### config.mk
export PLATFORM = sky130hd
export DESIGN_NAME = dmux_nway_reg
export DESIGN_NICKNAME = d
export VERILOG_FILES = /design/src/rtl/dmux_pkg.sv /design/src/rtl/dmux_slot.sv /design/src/rtl/dmux_nway_reg.sv
export SDC_FILE = /design/constraint.sdc
export NUM_CORES = 1
export LEC_CHECK = 0
export BUFFER_PORTS_ARGS = -buffer_cell sky130_fd_sc_hd__buf_2
export CAP_MARGIN = 20
export CORE_ASPECT_RATIO = 0.7
export CORE_UTILIZATION = 40
export DETAILED_ROUTE_END_ITERATION = 16
export GPL_TIMING_DRIVEN = 1
export MAX_ROUTING_LAYER = met4
export PLACE_DENSITY = 0.66
export RECOVER_POWER = 100
export SLEW_MARGIN = 20
export SYNTH_ARGS = -nofsm -noshare
export SYNTH_HDL_FRONTEND = slang
export SYNTH_SLANG_ARGS = --single-unit
### constraint.sdc
create_clock -name clk -period 4.15 [get_ports clk]
set_clock_uncertainty 0.15 [all_clocks]
set_input_delay 0.83 -clock clk [delete_from_list [all_inputs] [get_ports clk]]
set_output_delay 0.83 -clock clk [all_outputs]
set_load 0.01 [all_outputs]
### src/rtl/dmux_pkg.sv
// Shared constants and helpers for the registered N-way demultiplexer.
package dmux_pkg;

    localparam int DMUX_WIDTH    = 16;
    localparam int DMUX_CHANNELS = 8;

    // True when a select value addresses an existing channel.
    function automatic logic sel_in_range(input int unsigned sel, input int unsigned channels);
        return sel < channels;
    endfunction

endpackage

### src/rtl/dmux_slot.sv
// One-entry holding register for a single output channel.
// An invalid slot always presents zero data.
module dmux_slot #(
    parameter int WIDTH = 16
) (
    input  logic             clk,
    input  logic             rst,
    input  logic             load,
    input  logic [WIDTH-1:0] din,
    input  logic             out_ready,
    output logic [WIDTH-1:0] dout,
    output logic             valid,
    output logic             free
);

    // Slot can take a word when empty or when its word leaves this cycle.
    assign free = !valid || out_ready;

    // Load has priority over drain so a simultaneous drain+load keeps valid high.
    always_ff @(posedge clk) begin
        // NOTE: the data register is reset as well as valid, because the output must read zero whenever the slot is empty.
        if (rst) begin
            // NOTE: non-blocking assignments keep every register sampling pre-edge values.
            valid <= 1'b0;
            dout  <= '0;
        end else if (load) begin
            valid <= 1'b1;
            dout  <= din;
        end else if (valid && out_ready) begin
            valid <= 1'b0;
            dout  <= '0;
        end
    end

endmodule

### src/rtl/dmux_nway_reg.sv
// Registered N-way demultiplexer with per-channel valid/ready holding slots,
// unicast or broadcast routing and a sticky out-of-range select flag.
module dmux_nway_reg
    import dmux_pkg::*;
#(
    parameter int WIDTH    = DMUX_WIDTH,
    parameter int CHANNELS = DMUX_CHANNELS,
    parameter int SEL_W    = $clog2(CHANNELS)
) (
    input  logic                      clk,
    input  logic                      rst,
    input  logic [WIDTH-1:0]          X,
    input  logic [SEL_W-1:0]          s,
    input  logic                      bcast,
    input  logic                      in_valid,
    output logic                      in_ready,
    output logic [CHANNELS*WIDTH-1:0] OUT,
    output logic [CHANNELS-1:0]       out_valid,
    input  logic [CHANNELS-1:0]       out_ready,
    output logic                      sel_err
);

    logic [CHANNELS-1:0] free;
    logic [CHANNELS-1:0] load;
    logic                sel_ok;
    logic                accept;

    assign sel_ok = sel_in_range(32'(s), CHANNELS);
    assign accept = in_valid && in_ready;

    // Ready decision: broadcast needs every slot, unicast needs its target, bad selects always drain.
    always_comb begin
        // NOTE: default assignment first so no path through this block leaves in_ready unassigned (no latch).
        in_ready = 1'b0;
        if (rst) begin
            in_ready = 1'b0;
        end else if (bcast) begin
            in_ready = &free;
        end else if (sel_ok) begin
            in_ready = free[s];
        end else begin
            in_ready = 1'b1;
        end
    end

    // Sticky error: any accepted unicast word with a select beyond the last channel.
    always_ff @(posedge clk) begin
        if (rst) begin
            sel_err <= 1'b0;
        end else if (accept && !bcast && !sel_ok) begin
            sel_err <= 1'b1;
        end
    end

    for (genvar i = 0; i < CHANNELS; i++) begin : g_slot
        assign load[i] = accept && (bcast || (sel_ok && (s == SEL_W'(i))));

        dmux_slot #(
            .WIDTH (WIDTH)
        ) u_slot (
            .clk       (clk),
            .rst       (rst),
            .load      (load[i]),
            .din       (X),
            .out_ready (out_ready[i]),
            .dout      (OUT[i*WIDTH +: WIDTH]),
            .valid     (out_valid[i]),
            .free      (free[i])
        );
    end

endmodule

# [Word-level counts from Yosys, hierarchy flattened]
# Index checks and enable logic that the tools add are counted.
[op_classes] magnitude_cmp=1 n_eq_ne=7 mux=36 reduce_logical=51
[op_table] op="16-bit 2-to-1 mux" count=16
[op_table] op="1-bit 2-to-1 mux" count=19
[op_table] op="1-bit logical AND" count=17
[op_table] op="1-bit logical OR" count=16
[op_table] op="2-bit nonzero test" count=8
[op_table] op="3-bit == test (second input constant)" count=4
[op_table] op="1-bit zero test" count=8
[op_table] op="8-bit AND reduction" count=1
[op_table] op="3-bit by 2-bit == test with 1-bit output (second input constant)" count=2
[op_table] op="3-bit by 4-bit < comparator with 1-bit output (second input constant)" count=1
[op_table] op="1-bit binary-select mux with 3-bit select" count=1
[op_table] op="3-bit by 1-bit == test with 1-bit output (second input constant)" count=1
[op_table] op="3-bit zero test" count=1
[word_totals] ff_bits=136 inputBits=31

# [Longest topological paths before layout]
# Gate-level depths: netlist (run 1).
[logic_depth] depth_word=9 mapped_depth=10 ltp_nobuf=6

# [Modules after synthesis]
# A second synthesis (run 1) with hierarchy kept.
[unflattened] cells_unflattened=642 area_unflattened_um2=6317.3
[by_module_without_submodules] mod="dmux_slot" instances=8 cells_each=75 area_per_inst_um2=745.7 seq_area_each_um2=340.3
[by_module_without_submodules] mod="dmux_nway_reg" instances=1 cells_each=42 area_per_inst_um2=351.6 seq_area_each_um2=0.0

# [Worst setup path after synthesis (run 1)]
# OpenSTA, ideal clock, no wires.
[synth_path] kind="input to output" start="input port s[1]" end="output port in_ready" arrival_time_ps=2157 path_slack_ps=1013 cell_stages=8 cell_sequence="buf_4 inv_1 mux2i_1 a211oi_1 or2_1 buf_6 buf_6 or2_2"
[synth_via] elab_chain_cells=4
[synth_rtl] item="start: declaration" line_no="dmux_nway_reg.sv:13" source="input logic [SEL_W-1:0] s,"
[synth_rtl] item="1-bit binary-select mux with 3-bit select" line_no="dmux_nway_reg.sv:40" source="in_ready = free[s];"
[synth_rtl] item="1-bit 2-to-1 mux (implied by the code)" line_no="dmux_nway_reg.sv:40"
[synth_rtl] item="1-bit 2-to-1 mux" line_no="dmux_nway_reg.sv:37" source="end else if (bcast) begin"
[synth_rtl] item="1-bit 2-to-1 mux" line_no="dmux_nway_reg.sv:35" source="if (rst) begin"
[synth_rtl] item="end: declaration" line_no="dmux_nway_reg.sv:16" source="output logic in_ready,"
# Every way passes these cells. The select of a mux whose other input is x is not followed.

# [Final worst setup path (run 1)]
[layout_path] start="input port rst" end="output port in_ready"
[layout_via] elab_chain_cells=1
[layout_rtl] item="start: declaration" line_no="dmux_nway_reg.sv:11" source="input logic rst,"
[layout_rtl] item="1-bit 2-to-1 mux" line_no="dmux_nway_reg.sv:35"
# Every way passes these cells.

==> results of run 1 <==
## metal layers
metal	GRT usage [%]	up-vias	routed length [um]
li1	-	1877	-
met1	30.8	1965	7080
met2	33.5	158	6170
met3	7.39	22	950
met4	9.28	0	227
met5	-	-	0
## cells in the final DEF, fill, tap and decap left out, types with 2 or more instances in the layout
| master | synthesis | routed |
|---|---|---|
| a21oi_2 | 4 | 4 |
| o22ai_1 | 9 | 9 |
| or2_2 | 2 | 2 |
| inv_6 | 0 | 6 |
| o21bai_1 | 3 | 3 |
| mux2i_1 | 2 | 2 |
| o2bb2ai_1 | 125 | 125 |
| clkbuf_16 | 0 | 17 |
| clkinvlp_4 | 0 | 2 |
| a21o_1 | 19 | 19 |
| clkbuf_1 | 5 | 139 |
| a21oi_1 | 3 | 3 |
| inv_1 | 4 | 4 |
| dfxtp_1 | 136 | 136 |
| clkinv_4 | 0 | 2 |
| nor2_1 | 6 | 6 |
| a221o_1 | 3 | 3 |
| o31ai_4 | 7 | 4 |
| a31o_2 | 2 | 2 |
| bufinv_16 | 0 | 3 |
| buf_2 | 12 | 29 |
| nand2b_1 | 9 | 9 |
| o31ai_2 | 1 | 4 |
| nand2_1 | 23 | 23 |
## cell usage after synthesis, types with 4 or more instances
cell type / n
nor2_1: 6
clkbuf_1: 5
buf_6: 6
o31ai_4: 7
nand2b_1: 9
dfxtp_1: 136
o2bb2ai_1: 125
a21oi_2: 4
a21o_1: 19
nand2_1: 23
inv_1: 4
buf_2: 12
buf_4: 12
o22ai_1: 9
## final cells by class
class	instances	area share (%)
Clock buffer	17	6.98
Multi-Input combinational cell	232	30.5
Antenna cell	1	0.0411
Timing Repair Buffer	170	11.3
Tap cell	157	3.22
Clock inverter	14	3.06
Inverter	5	0.308
Sequential cell	136	44.7
## worst reg2reg max path, cell delays in order (launching register included)
cell and delay [ps]:
dfxtp_1 320, nand2b_1 140, nand4_1 140, nor3_2 450
or2_1 390, clkbuf_1 510, nand2_1 550, o2bb2ai_1 330
## logic make-up (layout without fill, tap and decap cells)
group                  Yosys count  in the layout  synth area share [%]
AOI/OAI and AO/OA              179            179                  33.1
DFF                            136            136                  56.0
and+or+nand+nor                 50             50                  5.15
buffers and inverters           41            206                  5.33
muxes                            2              2                 0.412
other                            1              2                0.0771
## state kept, by name, summed over array words and instances, names as in the netlist
name / cells
g_slot.u_slot.valid: 8
g_slot.u_slot.dout: 128
## metrics by stage
| stage | instances | hold WS (ps) | instance area, sq um |
|---|---|---|---|
| 2_1_floorplan | 409 | 342 | 4860 |
| 4_1_cts | 730 | 310 | 6280 |
| 3_3_place_gp | 699 | 290 | 5670 |
| 6_report | 732 | 312 | 6090 |
| 3_5_place_dp | 699 | 291 | 5670 |
| 5_1_grt | 732 | 325 | 6090 |
## power by group
part           leakage [nW]  switching (W)  internal [W]
Combinational         0.781       0.000254      0.000115
Clock                 0.294       0.000615      0.000959
Sequential             1.10      0.0000421       0.00138
## final timing paths
check	start	end	slack [ps]	depth (start not counted)
setup / recovery	rst	in_ready	520	6
hold reg to reg	g_slot[5].u_slot.dout[13]	g_slot[5].u_slot.dout[13]	310	1
setup reg to reg	g_slot[3].u_slot.valid	g_slot[7].u_slot.dout[6]	1090	7
hold / removal	g_slot[5].u_slot.dout[13]	g_slot[5].u_slot.dout[13]	310	1
==> out/metrics.csv, run 1 <==
metric,value,unit
H-Tree Level Count,4,
Max Transition Viols Final,0,
max-cap viol count,0,
pin count of the biggest net entering global routing,21,
power consumption,0.00336,W
cell area power density,552,mW/mm^2
core box area,0.0118,sq mm
Synth Warn #,0,
grt ovf,0,
CP max stage delay,420,ps
Buf/Inv on CP,2,
IO Port Bufs,167,
# DRC,0,
Netlist cell types,37,
RSZ-0062 raised after global routing,false,
Final setup viols,0,
kind of critical path,input port to primary output,
root buf cell,clkbuf_16,
Max VDD drop,273,uV
Pre-antenna DRT Iters,4,
slew at the pin with the worst max-slew slack,1380,ps
FF/Latch Area,0.00272,sq mm
Routability Congestion,0.854,
Post-Syn Nets,440,
final worst slack,524,ps
area of the multi-input gates,0.00186,sq mm
overall die height,94.3,um
Final Hold Vio Count,0,
global-route usage over all layers,23.5,%
Initial Util,41.3,%
crit-path max FO,20,
ANT nets after route,0,
vias in the first global route,3704,
pre-CTS setup slack,409,ps
post-cts resize count,0,
ys flop type,dfxtp_1,
kind of cell adding the most delay to the critical path,simple AND/OR/NAND/NOR gates,
Post-synth EDFFs,0,
vias,4022,
Hold Path Class,flip-flop to flip-flop,
initial antenna violation count,1,
TNS Setup,0,ps
Slew HR,7.52,%
Avg WL per Cell,19.7,um
# hold bufs at CTS,0,
fin nets,593,
mapped cell area,0.00486,sq mm
run status,"finished, final reports clean",
CTS tree,yes,
Layout fillers,1137,
die area,0.0126,sq mm
share of flip-flops with an asynchronous set or reset,0,%
"Seq/Total Area, Yosys",56.0,%
period utilization,87.4,%
layout cell share with drive strength beyond 1,14.5,%
clk_lat worst skew,410,ps
DR vias/cell,5.49,
f_max,276,MHz
critical path launch point type,input port,
Yosys top cell by area,dfxtp_1,
Crit-path slowest cell,nor3_2,
Yosys top cell area share,56.0,%
hpwl dp,9.97,mm
top post-synthesis cells by area,"dfxtp_1, o2bb2ai_1, o31ai_4",
chip width,134,um
CP Data Required Time,3170,ps
"Setup Fix Bufs, Post-CTS",0,
Layout area overhead,25.3,%
Util after Layout,51.8,%
total CTS buffers,17,
Longest Clk Path Bufs,2,
"flops & latches, synth",136,
"Avg Cell Area, Syn",11.9,sq um
row count,33,
TritonCTS Sinks,136,
first-pass GRT wire length,21.5,mm
final worst path period need,3630,ps
worst-path cell chain,clkbuf_1 > nand3b_1 > nor3_2 > or2_1 > or2_2 > clkbuf_1,
initial DRC count,197,
I/O Pins,169,
WP data arrival,2650,ps
final wirelength,14.4,mm
Gate Count Post-Synth,409,
P_leak,2.18,nW
crit-path most repeated cell,clkbuf_1,
Setup crit end kind,primary output,
Clock transition at path regs,60,ps
(Power assumes the default switching activity.)
==> run 2: changes to the inputs <==
--- a/config.mk
+++ b/config.mk
@@ -9,12 +9,14 @@
 export CAP_MARGIN = 20
 export CORE_ASPECT_RATIO = 0.7
 export CORE_UTILIZATION = 40
+export CTS_BUF_LIST = sky130_fd_sc_hd__clkbuf_4 sky130_fd_sc_hd__clkbuf_8
 export DETAILED_ROUTE_END_ITERATION = 16
 export GPL_TIMING_DRIVEN = 1
 export MAX_ROUTING_LAYER = met4
 export PLACE_DENSITY = 0.66
-export RECOVER_POWER = 100
+export RECOVER_POWER = 50
 export SLEW_MARGIN = 20
 export SYNTH_ARGS = -nofsm -noshare
 export SYNTH_HDL_FRONTEND = slang
 export SYNTH_SLANG_ARGS = --single-unit
+export TNS_END_PERCENT = 5
==> run 2 against run 1 <==
Effect of this change: first-iteration DRC count is 20% higher; total power decreased by 12%; maximum frequency increased by 3.0%; clock power shrank 25%; register-to-register slack improved by 220 ps; hold slack better by 4.0 ps; final cell count unchanged; largest cell class unchanged.
==> out/metrics.csv, run 2 (same netlist as run 1, synthesis figures left out) <==
metric,value,unit,change
# hold bufs at CTS,0,,unchanged
P_leak,2.11,nW,was 2.18 nW
Max VDD drop,216,uV,was 273 uV
Initial Util,41.3,%,unchanged
H-Tree Level Count,4,,unchanged
most frequent cells in the layout,"dfxtp_1, clkbuf_1, o2bb2ai_1",,"was clkbuf_1, dfxtp_1, o2bb2ai_1"
Worst R2R Path Depth,7,,unchanged
share of power burned in combinational logic,12.7,%,was 11.0%
total CTS buffers,17,,unchanged
Sw Ratio,29.0,%,was 27.1%
layout cell share with drive strength beyond 1,15.0,%,was 14.5%
fin nets,593,,unchanged
largest registers,"g_slot.u_slot.dout: 128 flops, g_slot.u_slot.valid: 8 flops",,unchanged
Layout area overhead,22.2,%,was 25.3%
CTS tree,yes,,unchanged
IO Port Bufs,167,,unchanged
Avg WL per Cell,19.6,um,was 19.7 um
hpwl dp,9.97,mm,unchanged
power consumption,0.00296,W,was 0.00336 W
global-route usage over all layers,23.6,%,was 23.5%
vias,4033,,was 4022
I/O Pins,169,,unchanged
run status,"finished, final reports clean",,unchanged
worst setup path start,rst,,unchanged
# DRC,0,,unchanged
Clock transition at path regs,80,ps,was 60 ps
start of the worst register-to-register path,g_slot[3].u_slot.valid,,unchanged
Setup crit end,in_ready,,unchanged
Pre-antenna DRT Iters,5,,was 4
Longest Clk Path Bufs,2,,unchanged
Clock Power Share,39.4,%,was 46.8%
Hold Crit Start,g_slot[6].u_slot.dout[0],,was g_slot[5].u_slot.dout[13]
final worst path period need,3520,ps,was 3630 ps
WP data arrival,2540,ps,was 2650 ps
Util after Layout,50.5,%,was 51.8%
post-cts resize count,0,,unchanged
slew at the pin with the worst max-slew slack,869,ps,was 1380 ps
clk_lat worst skew,440,ps,was 410 ps
Max Transition Viols Final,0,,unchanged
Hold Path Class,flip-flop to flip-flop,,unchanged
TNS Setup,0,ps,unchanged
critical path launch point type,input port,,unchanged
CP Data Required Time,3170,ps,about the same
RSZ-0062 raised after global routing,false,,unchanged
Int Pwr,0.00210,W,was 0.00245 W
vias in the first global route,3685,,was 3704
first-pass GRT wire length,21.5,mm,unchanged
pre-CTS setup slack,409,ps,unchanged
Final Hold Vio Count,0,,unchanged
sw power,0.000858,W,was 0.000911 W
ANT nets after route,0,,unchanged
root buf cell,clkbuf_8,,was clkbuf_16
max-cap viol count,0,,unchanged
worst r2r dst,g_slot[7].u_slot.dout[6],,unchanged
hold slack,316,ps,was 312 ps
Setup crit end kind,primary output,,unchanged
Layout fillers,1157,,was 1137
FF-to-FF setup slack,1310,ps,was 1090 ps
"Setup Fix Bufs, Post-CTS",0,,unchanged
Slew HR,42.1,%,was 7.52%
initial antenna violation count,1,,unchanged
Final setup viols,0,,unchanged
largest register by flop count,g_slot.u_slot.dout,,unchanged
initial DRC count,237,,was 197
period utilization,84.8,%,was 87.4%
cell area power density,498,mW/mm^2,was 552 mW/mm^2
chip width,134,um,unchanged
register share of total power,47.9,%,was 42.2%
overall die height,94.3,um,unchanged
final wirelength,14.4,mm,about the same
final worst slack,629,ps,was 524 ps
core box area,0.0118,sq mm,unchanged
TritonCTS Sinks,136,,unchanged
row count,33,,unchanged
die area,0.0126,sq mm,unchanged
Routability Congestion,0.854,,unchanged
DR vias/cell,5.51,,was 5.49
grt ovf,0,,unchanged
Largest register FFs,128,,unchanged
crit-path max FO,20,,unchanged
f_max,284,MHz,was 276 MHz
pin count of the biggest net entering global routing,21,,unchanged
kind of critical path,input port to primary output,,unchanged
## run 2: cell types whose count changed in the layout (fill, tap and decap cells not counted), sizes merged
| cell | change |
|---|---|
| clkbuf | -3 |
| buf | +3 |
## run 2: layer usage
layer	track usage [%]	up-vias	wire, um	part of all wire (%)
li1	-	1886	-	-
met1	30.9	1954	6960	49
met2	33.5	167	6180	43
met3	6.31	26	924	6.4
met4	11.4	0	289	2.0
met5	-	-	0	0
## run 2: final cells by class
cell class              instances  area (sq um)  area share, %
diodes                          1          2.50         0.0421
clock buffers                  17           234           3.94
clock inverters                14           186           3.14
inverters                       5          18.8          0.316
multi-input cells             232          1890           31.8
flip-flops and latches        136          2720           45.8
well taps                     157           196           3.31
repair buffers                170           692           11.6
## run 2: worst min-delay path by stage
stage                               endpoint  slack [ps]  cells after the start
floorplan           g_slot[6].u_slot.dout[5]         340                      1
global placement    g_slot[1].u_slot.dout[0]         290                      1
detailed placement  g_slot[6].u_slot.dout[0]         290                      1
CTS                 g_slot[6].u_slot.dout[0]         310                      1
global route        g_slot[6].u_slot.dout[0]         330                      1
finish              g_slot[6].u_slot.dout[0]         320                      1
## run 2: per-stage QoR
step | instances | cell area, sq um
6_report | 732 | 5940
5_1_grt | 732 | 5940
4_1_cts | 730 | 6090
3_5_place_dp | 699 | 5670
3_3_place_gp | 699 | 5670
2_1_floorplan | 409 | 4860
## run 2: power by group through the flow
stage	sequential, W	clock, W	combinational (W)
floorplan	0.00147	0	0.000233
CTS	0.00141	0.00118	0.000395
global placement	0.00144	0	0.000387
global route	0.00143	0.00124	0.000408
finish	0.00142	0.00117	0.000377
detailed placement	0.00144	0	0.000394
## run 2: critical path, cell delays in order
cell	delay [ps]
buf_2	220
nand3b_1	220
nor3_2	420
or2_1	500
or2_2	210
buf_2	140
